===== src/rtl/fpu_addsub_arbiter.sv =====
// fpu_addsub_arbiter: round-robin sharing of one pipelined FP add/sub unit.
// A tag pipe matched to the FPU latency steers each result to its requester.
module fpu_addsub_arbiter #(
  parameter int N_REQ     = 4,
  parameter int SIZE_DATA = 32,
  parameter int LATENCY   = 3
) (
  input  logic                       i_clk,
  input  logic                       i_rst,
  input  logic [N_REQ-1:0]           i_req_valid,
  input  logic [N_REQ*SIZE_DATA-1:0] i_req_a,
  input  logic [N_REQ*SIZE_DATA-1:0] i_req_b,
  input  logic [N_REQ-1:0]           i_req_op,
  output logic [N_REQ-1:0]           o_req_ready,
  output logic                       o_fpu_valid,
  output logic [SIZE_DATA-1:0]       o_fpu_a,
  output logic [SIZE_DATA-1:0]       o_fpu_b,
  output logic                       o_fpu_op,
  input  logic [SIZE_DATA-1:0]       i_fpu_result,
  output logic [N_REQ-1:0]           o_rsp_valid,
  output logic [SIZE_DATA-1:0]       o_rsp_data,
  output logic                       o_busy
);

  localparam int TW = $clog2(N_REQ);

  typedef struct packed {
    logic          vld;
    logic [TW-1:0] tag;
  } tag_t;

  logic [TW-1:0]        ptr;
  logic [TW-1:0]        idx;
  logic [TW-1:0]        gnt_idx;
  logic [TW-1:0]        iss_tag;
  logic [N_REQ-1:0]     gnt;
  logic                 gnt_any;
  logic [SIZE_DATA-1:0] sel_a;
  logic [SIZE_DATA-1:0] sel_b;
  logic                 sel_op;
  tag_t                 pipe [LATENCY];
  tag_t                 tail;

  function automatic logic [TW-1:0] wrap_idx(
    input logic [TW-1:0] base,
    input int            off
  );
    int s;
    s = int'(base) + off;
    if (s >= N_REQ) s = s - N_REQ;
    return TW'(s);
  endfunction

  // First valid requester at or after ptr, wrapping around.
  always_comb begin
    gnt     = '0;
    gnt_idx = '0;
    gnt_any = 1'b0;
    idx     = '0;
    for (int i = 0; i < N_REQ; i++) begin
      idx = wrap_idx(ptr, i);
      if (!gnt_any && i_req_valid[idx]) begin
        gnt_any  = 1'b1;
        gnt_idx  = idx;
        gnt[idx] = 1'b1;
      end
    end
    if (i_rst) begin
      gnt     = '0;
      gnt_any = 1'b0;
    end
  end

  assign o_req_ready = gnt;

  always_comb begin
    sel_a  = i_req_a[gnt_idx*SIZE_DATA +: SIZE_DATA];
    sel_b  = i_req_b[gnt_idx*SIZE_DATA +: SIZE_DATA];
    sel_op = i_req_op[gnt_idx];
  end

  always_ff @(posedge i_clk) begin
    if (i_rst) begin
      ptr         <= '0;
      iss_tag     <= '0;
      o_fpu_valid <= 1'b0;
      o_fpu_a     <= '0;
      o_fpu_b     <= '0;
      o_fpu_op    <= 1'b0;
    end else begin
      o_fpu_valid <= gnt_any;
      if (gnt_any) begin
        ptr      <= wrap_idx(gnt_idx, 1);
        iss_tag  <= gnt_idx;
        o_fpu_a  <= sel_a;
        o_fpu_b  <= sel_b;
        o_fpu_op <= sel_op;
      end
    end
  end

  // Tail stage lines up with i_fpu_result.
  always_ff @(posedge i_clk) begin
    if (i_rst) begin
      for (int i = 0; i < LATENCY; i++) begin
        pipe[i] <= '0;
      end
    end else begin
      pipe[0].vld <= o_fpu_valid;
      pipe[0].tag <= iss_tag;
      for (int i = 1; i < LATENCY; i++) begin
        pipe[i] <= pipe[i-1];
      end
    end
  end

  assign tail = pipe[LATENCY-1];

  always_ff @(posedge i_clk) begin
    if (i_rst) begin
      o_rsp_valid <= '0;
      o_rsp_data  <= '0;
    end else begin
      o_rsp_valid <= '0;
      if (tail.vld) begin
        o_rsp_valid <= N_REQ'(1) << tail.tag;
        o_rsp_data  <= i_fpu_result;
      end
    end
  end

  always_comb begin
    o_busy = o_fpu_valid;
    for (int i = 0; i < LATENCY; i++) begin
      o_busy = o_busy | pipe[i].vld;
    end
  end

endmodule


===== config.mk =====
export PLATFORM = sky130hd
export DESIGN_NAME = fpu_addsub_arbiter
export DESIGN_NICKNAME = d
export VERILOG_FILES = /design/src/rtl/fpu_addsub_arbiter.sv
export SDC_FILE = /design/constraint.sdc
export NUM_CORES = 1
export LEC_CHECK = 0
export CAP_MARGIN = 20
export CORE_AREA = 3 3 158 160
export CTS_CLUSTER_SIZE = 20
export DETAILED_ROUTE_END_ITERATION = 10
export DIE_AREA = 0 0 161 163
export PLACE_DENSITY = 0.69
export RECOVER_POWER = 50
export SLEW_MARGIN = 20
export SYNTH_ARGS = -nofsm -noshare
export SYNTH_HDL_FRONTEND = slang
export SYNTH_SLANG_ARGS = --single-unit

===== constraint.sdc =====
create_clock -name i_clk -period 6.46 [get_ports i_clk]
set_input_delay 1.292 -clock i_clk [delete_from_list [all_inputs] [get_ports i_clk]]
set_output_delay 1.292 -clock i_clk [all_outputs]
set_load 0.01 [all_outputs]

Word-level counts from Yosys, hierarchy flattened
Memory sizes are Yosys's and may differ from the RTL's.
Cells that the tools add are included.
{"block": "word_totals", "reg_bits": 106, "mem_bits_rw": 9, "input_bits": 298, "out_inout_bits": 107, "wordCells": 101, "n_memories": 1}
{"block": "classes", "n_addsub": 9, "magnitude_cmp": 14, "shift": 3, "n_mux": 44, "bitwise": 11, "reduce_logical": 11}
{"memory": "pipe", "depth": 3, "width": 3, "rd": 3, "rd_clocked_by_memory_dff": 0, "write_ports": 3, "line_no": "41", "text": "tag_t pipe [LATENCY];"}
{"operator": "variable part select 128 x 8 -> 32 bit", "count": 2}
{"operator": "2-to-1 mux 2 bit", "count": 10}
{"operator": "2-to-1 mux 4 bit", "count": 5}
{"operator": "2-to-1 mux 1 bit", "count": 18}
{"operator": "< comparator 2 x 3 -> 1 bit (second input constant)", "count": 5}
{"operator": ">= comparator 3 bit (second input constant)", "count": 4}
{"operator": "OR 4 bit", "count": 3}
{"operator": "binary-select mux 1 bit (select 2 bit)", "count": 5}
{"operator": "subtractor 2 x 1 -> 2 bit (second input constant)", "count": 5}
{"operator": "demux 1 bit (select 2 bit)", "count": 4}
{"operator": ">= comparator 2 x 1 -> 1 bit (second input constant)", "count": 4}
{"operator": "logical AND 1 bit", "count": 7}
{"operator": "OR 1 bit", "count": 7}
{"operator": "adder 2 x 1 -> 3 bit (second input constant)", "count": 2}
{"operator": "adder 2 x 2 -> 3 bit (second input constant)", "count": 2}
{"operator": "2-to-1 mux 3 bit", "count": 2}
{"operator": "<< shifter 1 x 2 -> 4 bit (first input constant)", "count": 1}
{"operator": ">= comparator 2 x 3 -> 1 bit (second input constant)", "count": 1}
{"operator": "logical NOT 1 bit", "count": 3}
{"operator": "OR reduction 2 bit", "count": 1}
{"operator": "inverter 1 bit", "count": 1}

Depth between registers and ports, before layout
{"block": "depth", "word_depth": 17, "depth_mapped": 12, "depth_no_buf": 8}

Worst setup path after synthesis
OpenSTA, ideal clock, no wires.
{"block": "synth_timing", "path_kind": "input -> output", "from": "input port i_req_valid[2]", "to": "output port o_req_ready[0]", "t_arrival_ns": 2.790, "required_time_ns": 5.168, "path_slack_ns": 2.378, "stages": 7, "n_path_buf": 1, "path_cell_list": "clkbuf_1 -> or3b_2 -> a211oi_1 -> a311oi_1 -> a21oi_1 -> a221oi_1 -> nor2_1"}
{"block": "synth_between", "elab_chain_cells": 13, "word_cells_on_any_way": 25, "classes_between": "mux (16); bitwise (3); reduce/logical (6)"}
{"item": "start: declaration", "line_no": "10", "text": "input logic [N_REQ-1:0] i_req_valid,"}
{"item": "binary-select mux 1 bit (select 2 bit)", "line_no": "62", "text": "if (!gnt_any && i_req_valid[idx]) begin"}
{"item": "2-to-1 mux 1 bit (not written as such)", "line_no": "62"}
{"item": "2-to-1 mux 1 bit", "line_no": "62"}
{"item": "logical NOT 1 bit", "line_no": "62"}
{"item": "logical AND 1 bit", "line_no": "62"}
{"item": "2-to-1 mux 1 bit", "line_no": "62"}
{"item": "logical NOT 1 bit", "line_no": "62"}
{"item": "logical AND 1 bit", "line_no": "62"}
{"item": "2-to-1 mux 1 bit", "line_no": "62"}
{"item": "logical NOT 1 bit", "line_no": "62"}
{"item": "logical AND 1 bit", "line_no": "62"}
{"item": "2-to-1 mux 4 bit (*)", "line_no": "62"}
{"item": "2-to-1 mux 4 bit (*)", "line_no": "68", "text": "if (i_rst) begin"}
{"item": "end: declaration", "line_no": "14", "text": "output logic [N_REQ-1:0] o_req_ready,"}
Every way passes the cells marked *; elsewhere a longest branch is shown, timed or not. The select of a mux whose other input is x is not followed.

Worst setup path after layout
{"block": "layout_timing", "from": "input port i_req_valid[3]", "to": "output port o_req_ready[1]"}
Same word-level chain as after synthesis.

==> impl_metrics.csv <==
group,metric,value,unit
cells_and_area,final_layout_size_suffix_gt1_share,5.349,%
logic_synthesis,synth_fa_ha_area_share,1.651,%
logic_synthesis,synth_edf_count,0,
pwr,p_switching,1.439,mW
setup_path,cp_max_fo,13,
logic_synthesis,synth-xor-area-share,0.1444,%
cts,numClockSinks,115,
cts,cts_root_buf,"clkbuf_16",
setup_path,crit_chain,"dlygate4sd3_1 > mux4_2 > nor2b_1 > a22oi_1 > nor2_1 > a221oi_1 > nor2_1 > clkdlybuf4s50_1",
routing,drc,0,
setup_path,r2r_start,"ptr[0]",
pwr,combPwrFrac,47.8,%
worst_hold_path,hold_path.class,"register to register",
setup_path,cp-start-kind,"primary input",
logic_synthesis,synth_warnings,0,
sta,worstMarginPinSlew,1.216,ns
cts,h-tree-depth,4,
logic_synthesis,synth_cells,667,
run_status,outcome,"finished, final reports clean",
cells_and_area,mostFrequentLayoutCells,"337 x clkdlybuf4s50_1, 125 x o211ai_1, 114 x dfxtp_1",
routing,drt_wl_total,25250,um
sta,max_freq,0.1866,GHz
floorplanning,ios,405,
setup_path,cp.required,5.17,ns
setup_path,end_kind,"primary output",
floorplanning,rows,56,
routing,drtAntennaViolNets,0,
logic_synthesis,synth-compound-area-share,19.41,%
cts,path_clk_slew,0.06,ns
logic_synthesis,ys_seq_elements,115,
pwr,p_seq_share,25.6,%
floorplanning,fp.coreArea,23540,um2
cts,post_cts_buffers,0,
pwr,p_leak,4.155,nW
sta,fin_setup_tns,0,ns
job,maxCapViolCount,0,
logic_synthesis,ys_types,47,
floorplanning,die_h,163,um
sta,slew_headroom,18.92,%
place,place.gp.congestion,0.8159,
setup_path,critPathArrivalTime,4.07,ns
cts,cts-resized-gates,0,
sta,finalHoldViolCount,0,
logic_synthesis,synthMuxAreaShare,18.34,%
worst_hold_path,hold_path_end,"pipe[0][6]",
routing,wire_per_inst,18.47,um
cells_and_area,area_delta_synth_final,80.13,%
logic_synthesis,yosysSeqAreaShare,37.96,%
pwr,p_int,2.489,mW
cells_and_area,design_area,10920,um2
grt,grtUsageTotal,18.53,%
routing,drt_first_pass_iters,4,
floorplanning,start_util,25.76,%
cts,cts_hold_buf,0,
pwr,clock_power_share,26.6,%
floorplanning,die_w,161,um
setup_path,worst_r2r_endpoint,"o_fpu_a[30]",
pwr,netSwitchingFraction,36.63,%
cells_and_area,utilization,46.40,%
place,dpl.hpwl,19380,um
logic_synthesis,synth_fp_nets,973,
sta,period_minus_slack,5.358,ns
setup_path,crit_slowest_cell,"dlygate4sd3_1",
pwr,ir_drop,0.1914,mV
worst_hold_path,min_from,"pipe[0][3]",
cells_and_area,final_common_cell,"clkdlybuf4s50_1",
setup_path,crit_path_max_incr_delay,0.70,ns
sta,rsz0062_at_grt,"false",
setup_path,r2r_slack,2.07,ns
routing,drt-initial-drc-count,317,
setup_path,reg2reg_depth,9,
logic_synthesis,netlist_area,6065,um2
floorplanning,die-area,26240,um2
cts,cts_buffer_depth,2,
cts,insertion_delay,0.41,ns
cells_and_area,fin_nets,1340,
sta,min_period_over_period,82.94,%
logic_synthesis,synth_top_family_by_area,"compound AO/OA/AOI/OAI gates",
place,placed_area,10280,um2
logic_synthesis,yosys.area_share.simple,16.98,%
logic_synthesis,ys_async_sr_fraction,0,%
setup_path,crit_buf_inv,2,
setup_path,crit_type,"primary input to primary output",
cts,cts_buffers,17,
cells_and_area,finalNonFillerCells,1367,
logic_synthesis,avgSynthCellArea,9.092,um2
pwr,power_density,359.5,nW/um2
grt,grt-ovfl-total,0,
setup_path,cp_top_family,"buffers and inverters",
worst_hold_path,hold_depth,1,
grt,grt_pass1_vias,6574,
place,dp.cells,1334,
logic_synthesis,synth_ff_type,"dfxtp_1",
place,portBuffers,404,
routing,viasPerCell,4.737,
sta,clock_skew,0.007565,ns
routing,routed-via-count,6475,
sta,finalSetupViolCount,0,
cts,cts_tree,"done",
sta,whs,0.4324,ns
sta,final_max_slew_viol_count,0,
grt,grt_pass1_wl,37810,um
grt,grt_start_max_net_pins,59,
grt,antenna_found_initial,3,
setup_path,cp_common_cell,"nor2_1",
-- sequential cells by signal, indices dropped and copies added (netlist names) --
signal	cells
o_fpu_a	32
ptr	2
o_rsp_data	32
o_fpu_op	1
o_fpu_valid	1
o_fpu_b	32
pipe	9
iss_tag	2
o_rsp_valid	4
-- Yosys cell counts (3+ instances only) --
library cell,instances,area (um2)
o21ai_0,4,20.02
a21oi_1,6,30.03
dfxtp_1,115,2302
or3_1,63,394.1
mux2i_1,101,1011
o211ai_1,125,938.4
inv_1,4,15.01
and3_1,4,25.02
mux2_2,3,33.78
buf_2,7,35.03
ha_1,8,100.1
buf_4,5,37.54
clkbuf_1,46,172.7
mux4_2,3,67.56
nand2_1,71,266.5
nor2_1,47,176.4
a22oi_1,4,30.03
nor2b_1,11,68.82
a221oi_1,4,35.03
a21boi_0,3,22.52
-- stage by stage --
stage / power (mW) / worst slack [ns]
final: 3.927 / 1.102
after global routing: 4.178 / 0.8793
after floorplan: 2.139 / 2.378
after global placement: 2.932 / 1.264
after detailed placement: 2.964 / 1.143
after CTS: 4.026 / 1.127
-- cell families after synthesis --
logic type | Yosys count
simple gates | 209
compound gates | 158
flops | 115
mux | 107
buf+inv | 69
fa+ha+maj | 8
xor+xnor | 1
-- layout make-up --
cell class	instances	area (um2)
fillers	2337	12620
repair buffers	412	4106
multi-input cells	483	3451
flip-flops and latches	115	2303
clock buffers	17	425.4
well taps	319	399.1
clock inverters	15	217.7
inverters	5	18.77
diodes	1	2.502
-- metal layers --
| metal | vias to the layer above | part of all wire [%] | GRT usage (%) | wire, um |
|---|---|---|---|---|
| met1 | 2967 | 40 | 21.59 | 10090 |
| met2 | 260 | 50 | 32.22 | 12650 |
| met3 | 39 | 7.1 | 6.053 | 1799 |
| met5 | - | 0.13 | 0 | 34 |
| li1 | 3205 | - | - | - |
| met4 | 4 | 2.7 | 6.062 | 675 |
-- worst max-delay path by stage --
stage / start / endpoint / slack (ns) / cells after the start
finish: i_req_valid[3] / o_req_ready[1] / 1.10 / 8
global route: ptr[0] / o_req_ready[1] / 0.88 / 9
global placement: i_req_valid[0] / o_req_ready[1] / 1.26 / 8
CTS: i_req_valid[2] / o_req_ready[1] / 1.13 / 8
floorplan: i_req_valid[2] / o_req_ready[0] / 2.38 / 7
detailed placement: i_req_valid[2] / o_req_ready[1] / 1.14 / 8
-- power groups by stage --
stage	sequential (mW)	combinational, mW	clock (mW)
3_5_place_dp	1.03	1.94	0
6_report	1.01	1.88	1.04
3_3_place_gp	1.02	1.91	0
2_1_floorplan	1.09	1.05	0
4_1_cts	1.01	1.94	1.07
5_1_grt	1.03	2.03	1.11
Power figures use the tool's default switching activity.
